<file path="config.mk">
export PLATFORM = sky130hd
export DESIGN_NAME = nzp_cc_unit_flat
export DESIGN_NICKNAME = d
export VERILOG_FILES = /design/src/rtl/nzp_pkg.sv /design/src/rtl/nzp_cc_unit_if.sv /design/src/rtl/nzp_cc_stack.sv /design/src/rtl/nzp_cc_unit.sv /design/src/flat_wrapper.sv
export SDC_FILE = /design/constraint.sdc
export NUM_CORES = 1
export LEC_CHECK = 0
export ABC_AREA = 1
export BUFFER_PORTS_ARGS = -buffer_cell sky130_fd_sc_hd__buf_4
export CORE_MARGIN = 2
export CORE_UTILIZATION = 35
export CTS_BUF_LIST = sky130_fd_sc_hd__clkbuf_4
export DETAILED_ROUTE_END_ITERATION = 8
export SYNTH_ARGS = -nofsm -noshare
export SYNTH_HDL_FRONTEND = slang
export SYNTH_HIERARCHICAL = 1
export SYNTH_SLANG_ARGS = --single-unit
</file>
<file path="constraint.sdc">
create_clock -name Clk -period 2.3 [get_ports Clk]
set_input_delay 0.115 -clock Clk [delete_from_list [all_inputs] [get_ports Clk]]
set_output_delay 0.115 -clock Clk [all_outputs]
set_load 0.05 [all_outputs]
</file>
<file path="src/rtl/nzp_pkg.sv">
// Shared condition-code types and the bus-value classifier for the NZP unit.
package nzp_pkg;

  typedef logic [2:0] cc_t;

  localparam cc_t CC_NONE = 3'b000;
  localparam cc_t CC_P    = 3'b001;
  localparam cc_t CC_Z    = 3'b010;
  localparam cc_t CC_N    = 3'b100;

  // Which source, if any, updates the CC register this cycle.
  typedef enum logic [1:0] {
    CC_SRC_HOLD,
    CC_SRC_STACK,
    CC_SRC_BUS
  } cc_src_e;

  // The caller zero-extends value, so the zero test over all 64 bits is exact.
  function automatic cc_t classify(input logic [63:0] value, input int unsigned width);
    if (value[width-1])
      return CC_N;
    else if (value == '0)
      return CC_Z;
    else
      return CC_P;
  endfunction

endpackage

</file>
<file path="src/rtl/nzp_cc_unit_if.sv">
// Control/status bundle between the control FSM (master) and the NZP unit (slave).
interface nzp_cc_unit_if
  import nzp_pkg::*;
#(
  parameter int unsigned WIDTH = 16,
  parameter int unsigned DEPTH = 4
) ();
  localparam int unsigned CW = $clog2(DEPTH + 1);

  logic             Load;
  logic [WIDTH-1:0] DIn;
  logic [2:0]       IR_nzp;
  logic             LD_BEN;
  logic             Push;
  logic             Pop;
  cc_t              CC;
  logic             BEN;
  logic             Full;
  logic             Empty;
  logic [CW-1:0]    Count;
  logic             Err;

  modport master (
    output Load, DIn, IR_nzp, LD_BEN, Push, Pop,
    input  CC, BEN, Full, Empty, Count, Err
  );

  modport slave (
    input  Load, DIn, IR_nzp, LD_BEN, Push, Pop,
    output CC, BEN, Full, Empty, Count, Err
  );
endinterface

</file>
<file path="src/rtl/nzp_cc_stack.sv">
// LIFO of saved condition codes; push/pop are qualified here against Full/Empty and each other.
module nzp_cc_stack
  import nzp_pkg::*;
#(
  parameter  int unsigned DEPTH = 4,
  localparam int unsigned CW    = $clog2(DEPTH + 1)
) (
  input  logic          Clk,
  input  logic          Reset,
  input  logic          push,
  input  logic          pop,
  input  cc_t           din,
  output cc_t           top,
  output logic          pop_ok,
  output logic [CW-1:0] count,
  output logic          full,
  output logic          empty
);
  localparam int unsigned AW = (DEPTH > 1) ? $clog2(DEPTH) : 1;

  cc_t           mem [DEPTH];
  logic [CW-1:0] count_q;
  logic [AW-1:0] wr_idx;
  logic [AW-1:0] rd_idx;
  logic          do_push;
  logic          do_pop;

  assign full    = (count_q == CW'(DEPTH));
  assign empty   = (count_q == '0);
  // Simultaneous push and pop cancel each other entirely.
  assign do_push = push & ~pop & ~full;
  assign do_pop  = pop & ~push & ~empty;
  assign wr_idx  = AW'(count_q);
  assign rd_idx  = AW'(count_q - CW'(1));
  assign top     = mem[rd_idx];
  assign pop_ok  = do_pop;
  assign count   = count_q;

  always_ff @(posedge Clk) begin
    if (!Reset)
      count_q <= '0;
    else if (do_push)
      count_q <= count_q + CW'(1);
    else if (do_pop)
      count_q <= count_q - CW'(1);
  end

  always_ff @(posedge Clk) begin
    if (do_push)
      mem[wr_idx] <= din;
  end

endmodule

</file>
<file path="src/rtl/nzp_cc_unit.sv">
// Condition-code unit: NZP flags, registered BEN and a saved-CC stack for interrupt entry/RTI.
// Define NZP_STACK_ERR_EN to enable the sticky stack-misuse flag on Err.
module nzp_cc_unit
  import nzp_pkg::*;
#(
  parameter int unsigned WIDTH = 16,
  parameter int unsigned DEPTH = 4
) (
  input  logic         Clk,
  input  logic         Reset,
  nzp_cc_unit_if.slave bus
);
  localparam int unsigned CW = $clog2(DEPTH + 1);

  cc_t           cc_q;
  cc_t           stack_top;
  cc_src_e       cc_src;
  logic          ben_q;
  logic          pop_ok;
  logic [CW-1:0] count;
  logic          full;
  logic          empty;

  nzp_cc_stack #(.DEPTH(DEPTH)) u_stack (
    .Clk    (Clk),
    .Reset  (Reset),
    .push   (bus.Push),
    .pop    (bus.Pop),
    .din    (cc_q),
    .top    (stack_top),
    .pop_ok (pop_ok),
    .count  (count),
    .full   (full),
    .empty  (empty)
  );

  // A successful restore wins over a bus load issued in the same cycle.
  always_comb begin
    cc_src = CC_SRC_HOLD;
    if (pop_ok)
      cc_src = CC_SRC_STACK;
    else if (bus.Load)
      cc_src = CC_SRC_BUS;
  end

  always_ff @(posedge Clk) begin
    if (!Reset) begin
      cc_q  <= CC_NONE;
      ben_q <= 1'b0;
    end else begin
      unique case (cc_src)
        CC_SRC_STACK: cc_q <= stack_top;
        CC_SRC_BUS:   cc_q <= classify(64'(bus.DIn), WIDTH);
        default:      cc_q <= cc_q;
      endcase
      if (bus.LD_BEN)
        ben_q <= |(bus.IR_nzp & cc_q);
    end
  end

`ifdef NZP_STACK_ERR_EN
  logic err_q;
  logic misuse;

  assign misuse = (bus.Push & full) | (bus.Pop & empty) | (bus.Push & bus.Pop);

  always_ff @(posedge Clk) begin
    if (!Reset)
      err_q <= 1'b0;
    else if (misuse)
      err_q <= 1'b1;
  end

  assign bus.Err = err_q;
`else
  assign bus.Err = 1'b0;
`endif

  assign bus.CC    = cc_q;
  assign bus.BEN   = ben_q;
  assign bus.Count = count;
  assign bus.Full  = full;
  assign bus.Empty = empty;

endmodule

</file>
<file path="src/flat_wrapper.sv">
// flat-port wrapper written by rule: the top's interface ports become plain ports
module nzp_cc_unit_flat import nzp_pkg::*;
#(
  parameter int unsigned WIDTH = 16,
  parameter int unsigned DEPTH = 4
)
  (Clk, Reset, bus_Load, bus_DIn, bus_IR_nzp, bus_LD_BEN, bus_Push, bus_Pop, bus_CC, bus_BEN, bus_Full, bus_Empty, bus_Count, bus_Err);
  nzp_cc_unit_if #(.WIDTH(WIDTH), .DEPTH(DEPTH)) bus_i ();
  input  logic Clk;
  input  logic Reset;
  input wire logic [$bits(bus_i.Load)-1:0] bus_Load;
  input wire logic [$bits(bus_i.DIn)-1:0] bus_DIn;
  input wire logic [$bits(bus_i.IR_nzp)-1:0] bus_IR_nzp;
  input wire logic [$bits(bus_i.LD_BEN)-1:0] bus_LD_BEN;
  input wire logic [$bits(bus_i.Push)-1:0] bus_Push;
  input wire logic [$bits(bus_i.Pop)-1:0] bus_Pop;
  output wire logic [$bits(bus_i.CC)-1:0] bus_CC;
  output wire logic [$bits(bus_i.BEN)-1:0] bus_BEN;
  output wire logic [$bits(bus_i.Full)-1:0] bus_Full;
  output wire logic [$bits(bus_i.Empty)-1:0] bus_Empty;
  output wire logic [$bits(bus_i.Count)-1:0] bus_Count;
  output wire logic [$bits(bus_i.Err)-1:0] bus_Err;
  assign bus_i.Load = bus_Load;
  assign bus_i.DIn = bus_DIn;
  assign bus_i.IR_nzp = bus_IR_nzp;
  assign bus_i.LD_BEN = bus_LD_BEN;
  assign bus_i.Push = bus_Push;
  assign bus_i.Pop = bus_Pop;
  assign bus_CC = bus_i.CC;
  assign bus_BEN = bus_i.BEN;
  assign bus_Full = bus_i.Full;
  assign bus_Empty = bus_i.Empty;
  assign bus_Count = bus_i.Count;
  assign bus_Err = bus_i.Err;
  nzp_cc_unit #(.WIDTH(WIDTH), .DEPTH(DEPTH)) u_core (.Clk(Clk), .Reset(Reset), .bus(bus_i));
endmodule
</file>
==> results.cfg <==
[run_status]
outcome = completed

[clock_tree]
cts-root-buf = clkbuf_4
cts_hold_repair.buffers = 0
postCtsSetupBuffers = 0
cts.sink_count = 19
htreeDepth = 1
clkLatencyLatePin_ns = 0.30
cts.repair.resized = 0
cts_buffer_depth = 2
clk_pin_slew_worst_paths_ns = 0.11
numCtsBuffers = 3
cts_tree = done

[synthesis]
syn_nets = 151
synthTopCellsByCount = 24 x nor2_1, 16 x nand2_1, 14 x inv_1
synthArstFlopShare = 0
netlist_instances = 120
synthMostInstantiatedCell = nor2_1
syn-cell-area_um2 = 1020
synth_top_area_share = 0.352
ys_warn_count = 6
yosysSeqAreaShare = 0.488
syn_avg_cell_area_um2 = 8.54
synth-edff-count = 12
synth_top_area_cell = edfxtp_1
synth.top_cells.by_area = edfxtp_1 35%, dfxtp_1 14%, nor2_1 8.8%, ha_1 7.3%, nand2_1 5.9%
ys_ff_latch = 19
yosysUniqueCellTypes = 23
ys.flop_type = edfxtp_1

[route]
vias_per_cell = 4.74
drc_errors = 0
vias = 887
wl_met1_um = 969
routed_wl_um = 2070
antenna_left = 0
met2WireLength_um = 952
dr_wl_met3_um = 133
post_drt_wl_per_cell_um = 11.1
first_pass_iters = 4
first_iter_violations = 55
highest_layer = met4

[timing]
hold_viol = 0
finalClockSkew_ns = 0.00460
worst_slack_ns = 0.433
maxSlewViolCount = 0
fin_tns_setup_ns = 0
layout_worst_path_cycle_share = 0.812
period_needed_ns = 1.87
rsz0062_at_grt = no
setup_viol = 0
fmax_mhz = 536

[floorplanning]
initial_core_util = 0.372
die_h_um = 58.1
num_rows = 19
ios = 35
die_area_um2 = 3380
placeableCoreArea_um2 = 2760
die_x_um = 58.1

[setup_path]
crit_path_start_kind = flop
crit_fanout = 11
critPathRequiredTime_ns = 2.50
path_class = flop to flop
cp-startpoint = u_core/u_stack/count[0]
worstReg2RegStart = u_core/u_stack/count[0]
end_kind = flop
arrival_ns = 2.06

[grt]
grt_pass1_vias = 875
grtUsageTotal = 0.140
grt_pass1_wl_um = 3620
overflow = 0
antenna_found_initial = 0
grt_max_degree = 12

[power_and_ir_drop]
switchingPower_mw = 0.323
swShare = 0.364
ir_drop_mv = 0.343
combPwrFrac = 0.345
p_int_mw = 0.566
p_seq_frac = 0.467
p_per_area_nw_per_um2 = 668
leakagePower_nw = 0.611
pwr-share-clk = 0.188

[job]
drv_cap = 0

[cells_and_area]
num_antenna_cells = 0
layout-drive-gt1-share = 0.333
synthToLayoutAreaGrowth_pct = 30.0
nets = 188

[worst_hold_path]
min_from = bus_LD_BEN
hold_class = input port to flop

[placement]
port_buffers = 33
dp_hpwl_um = 1670
globalplace.congestion = 0.750
pre_cts_ws_ns = 0.450
## power by group through the flow
stage | logic, mW | registers [mW] | clock network (mW)
final | 0.307 | 0.415 | 0.167
after detailed placement | 0.305 | 0.424 | 0
after floorplan | 0.166 | 0.464 | 0
after global routing | 0.335 | 0.420 | 0.184
after global placement | 0.303 | 0.423 | 0
after CTS | 0.306 | 0.416 | 0.170
## kinds of logic after synthesis
| kind of cell | after synthesis | synth area share |
|---|---|---|
| compound gates | 19 | 0.105 |
| xor+xnor | 1 | 0.00855 |
| fa+ha+maj | 6 | 0.0733 |
| buf+inv | 20 | 0.0769 |
| flops | 19 | 0.488 |
| other cells | 1 | 0.00366 |
| simple gates | 54 | 0.244 |
## final timing paths
check / end / slack [ns] / depth (start not counted)
setup / recovery: u_core/bus.CC[1] / 0.43 / 10
hold / removal: u_core/bus.BEN / 0.04 / 2
setup reg to reg: u_core/bus.CC[1] / 0.43 / 10
hold reg to reg: u_core/bus.BEN / 0.58 / 2
## metal layers
layer	vias to the layer above	GRT usage
met2	30	0.245
li1	460	-
met3	3	0.0357
met4	0	0.0299
met1	394	0.172
met5	-	0
## layout make-up
| class | count | area [um^2] |
|---|---|---|
| fill | 256 | 1430 |
| sequential | 19 | 502 |
| multi-input combinational | 81 | 445 |
| timing repair buffer | 33 | 248 |
| inverter | 19 | 71.3 |
| tap | 31 | 38.8 |
| clock buffer | 3 | 22.5 |
| clock inverter | 1 | 5.00 |
## per-stage QoR
| stage | util | hold slack (ns) | power (mW) | cell area, um^2 | std cells |
|---|---|---|---|---|---|
| 6_report | 0.483 | 0.0415 | 0.889 | 1330 | 187 |
| 5_1_grt | 0.483 | 0.0626 | 0.939 | 1330 | 187 |
| 4_1_cts | 0.483 | 0.0356 | 0.893 | 1330 | 187 |
| 3_5_place_dp | 0.473 | 0.370 | 0.728 | 1310 | 183 |
| 3_3_place_gp | 0.473 | 0.361 | 0.726 | 1310 | 183 |
| 2_1_floorplan | - | 0.213 | 0.630 | 1030 | 120 |
## flip-flops by register name (all words and copies together) (netlist names)
signal                cells
u_core/u_stack/mem       12
u_core/u_stack/count      3
u_core/bus.CC             3
u_core/bus.BEN            1
## cells in the final DEF (no fill, tap or decap)
cell type  Yosys  final
buf_4          1     33
nor2_1        24     24
nand2_1       16     16
inv_1         14     14
edfxtp_1      12     12
o21ai_0        8      8
dfxtp_1        7      6
ha_1           6      6
nand3_1        5      5
inv_2          5      5
nand2_2        4      4
clkbuf_4       0      3
a21oi_1        3      3
o22ai_1        3      3
nor2_2         2      2
o21ai_1        2      2
clkinv_2       0      1
nor3_2         1      1
a21boi_1       1      1
a22oi_1        1      1
a41oi_1        1      1
conb_1         1      1
nand3_4        1      1
nand3_2        1      1
xnor2_1        1      1
dfxtp_2        0      1
## critical path, stage by stage (launching register included)
cell and delay [ns]:
dfxtp_2 0.45, inv_2 0.12, ha_1 0.23, ha_1 0.20, inv_1 0.07, nand3_2 0.14, inv_1 0.21, inv_2 0.06
nand2_1 0.07, a21boi_1 0.15, a21oi_1 0.07
Note: power is estimated with default switching activity, not from simulation.
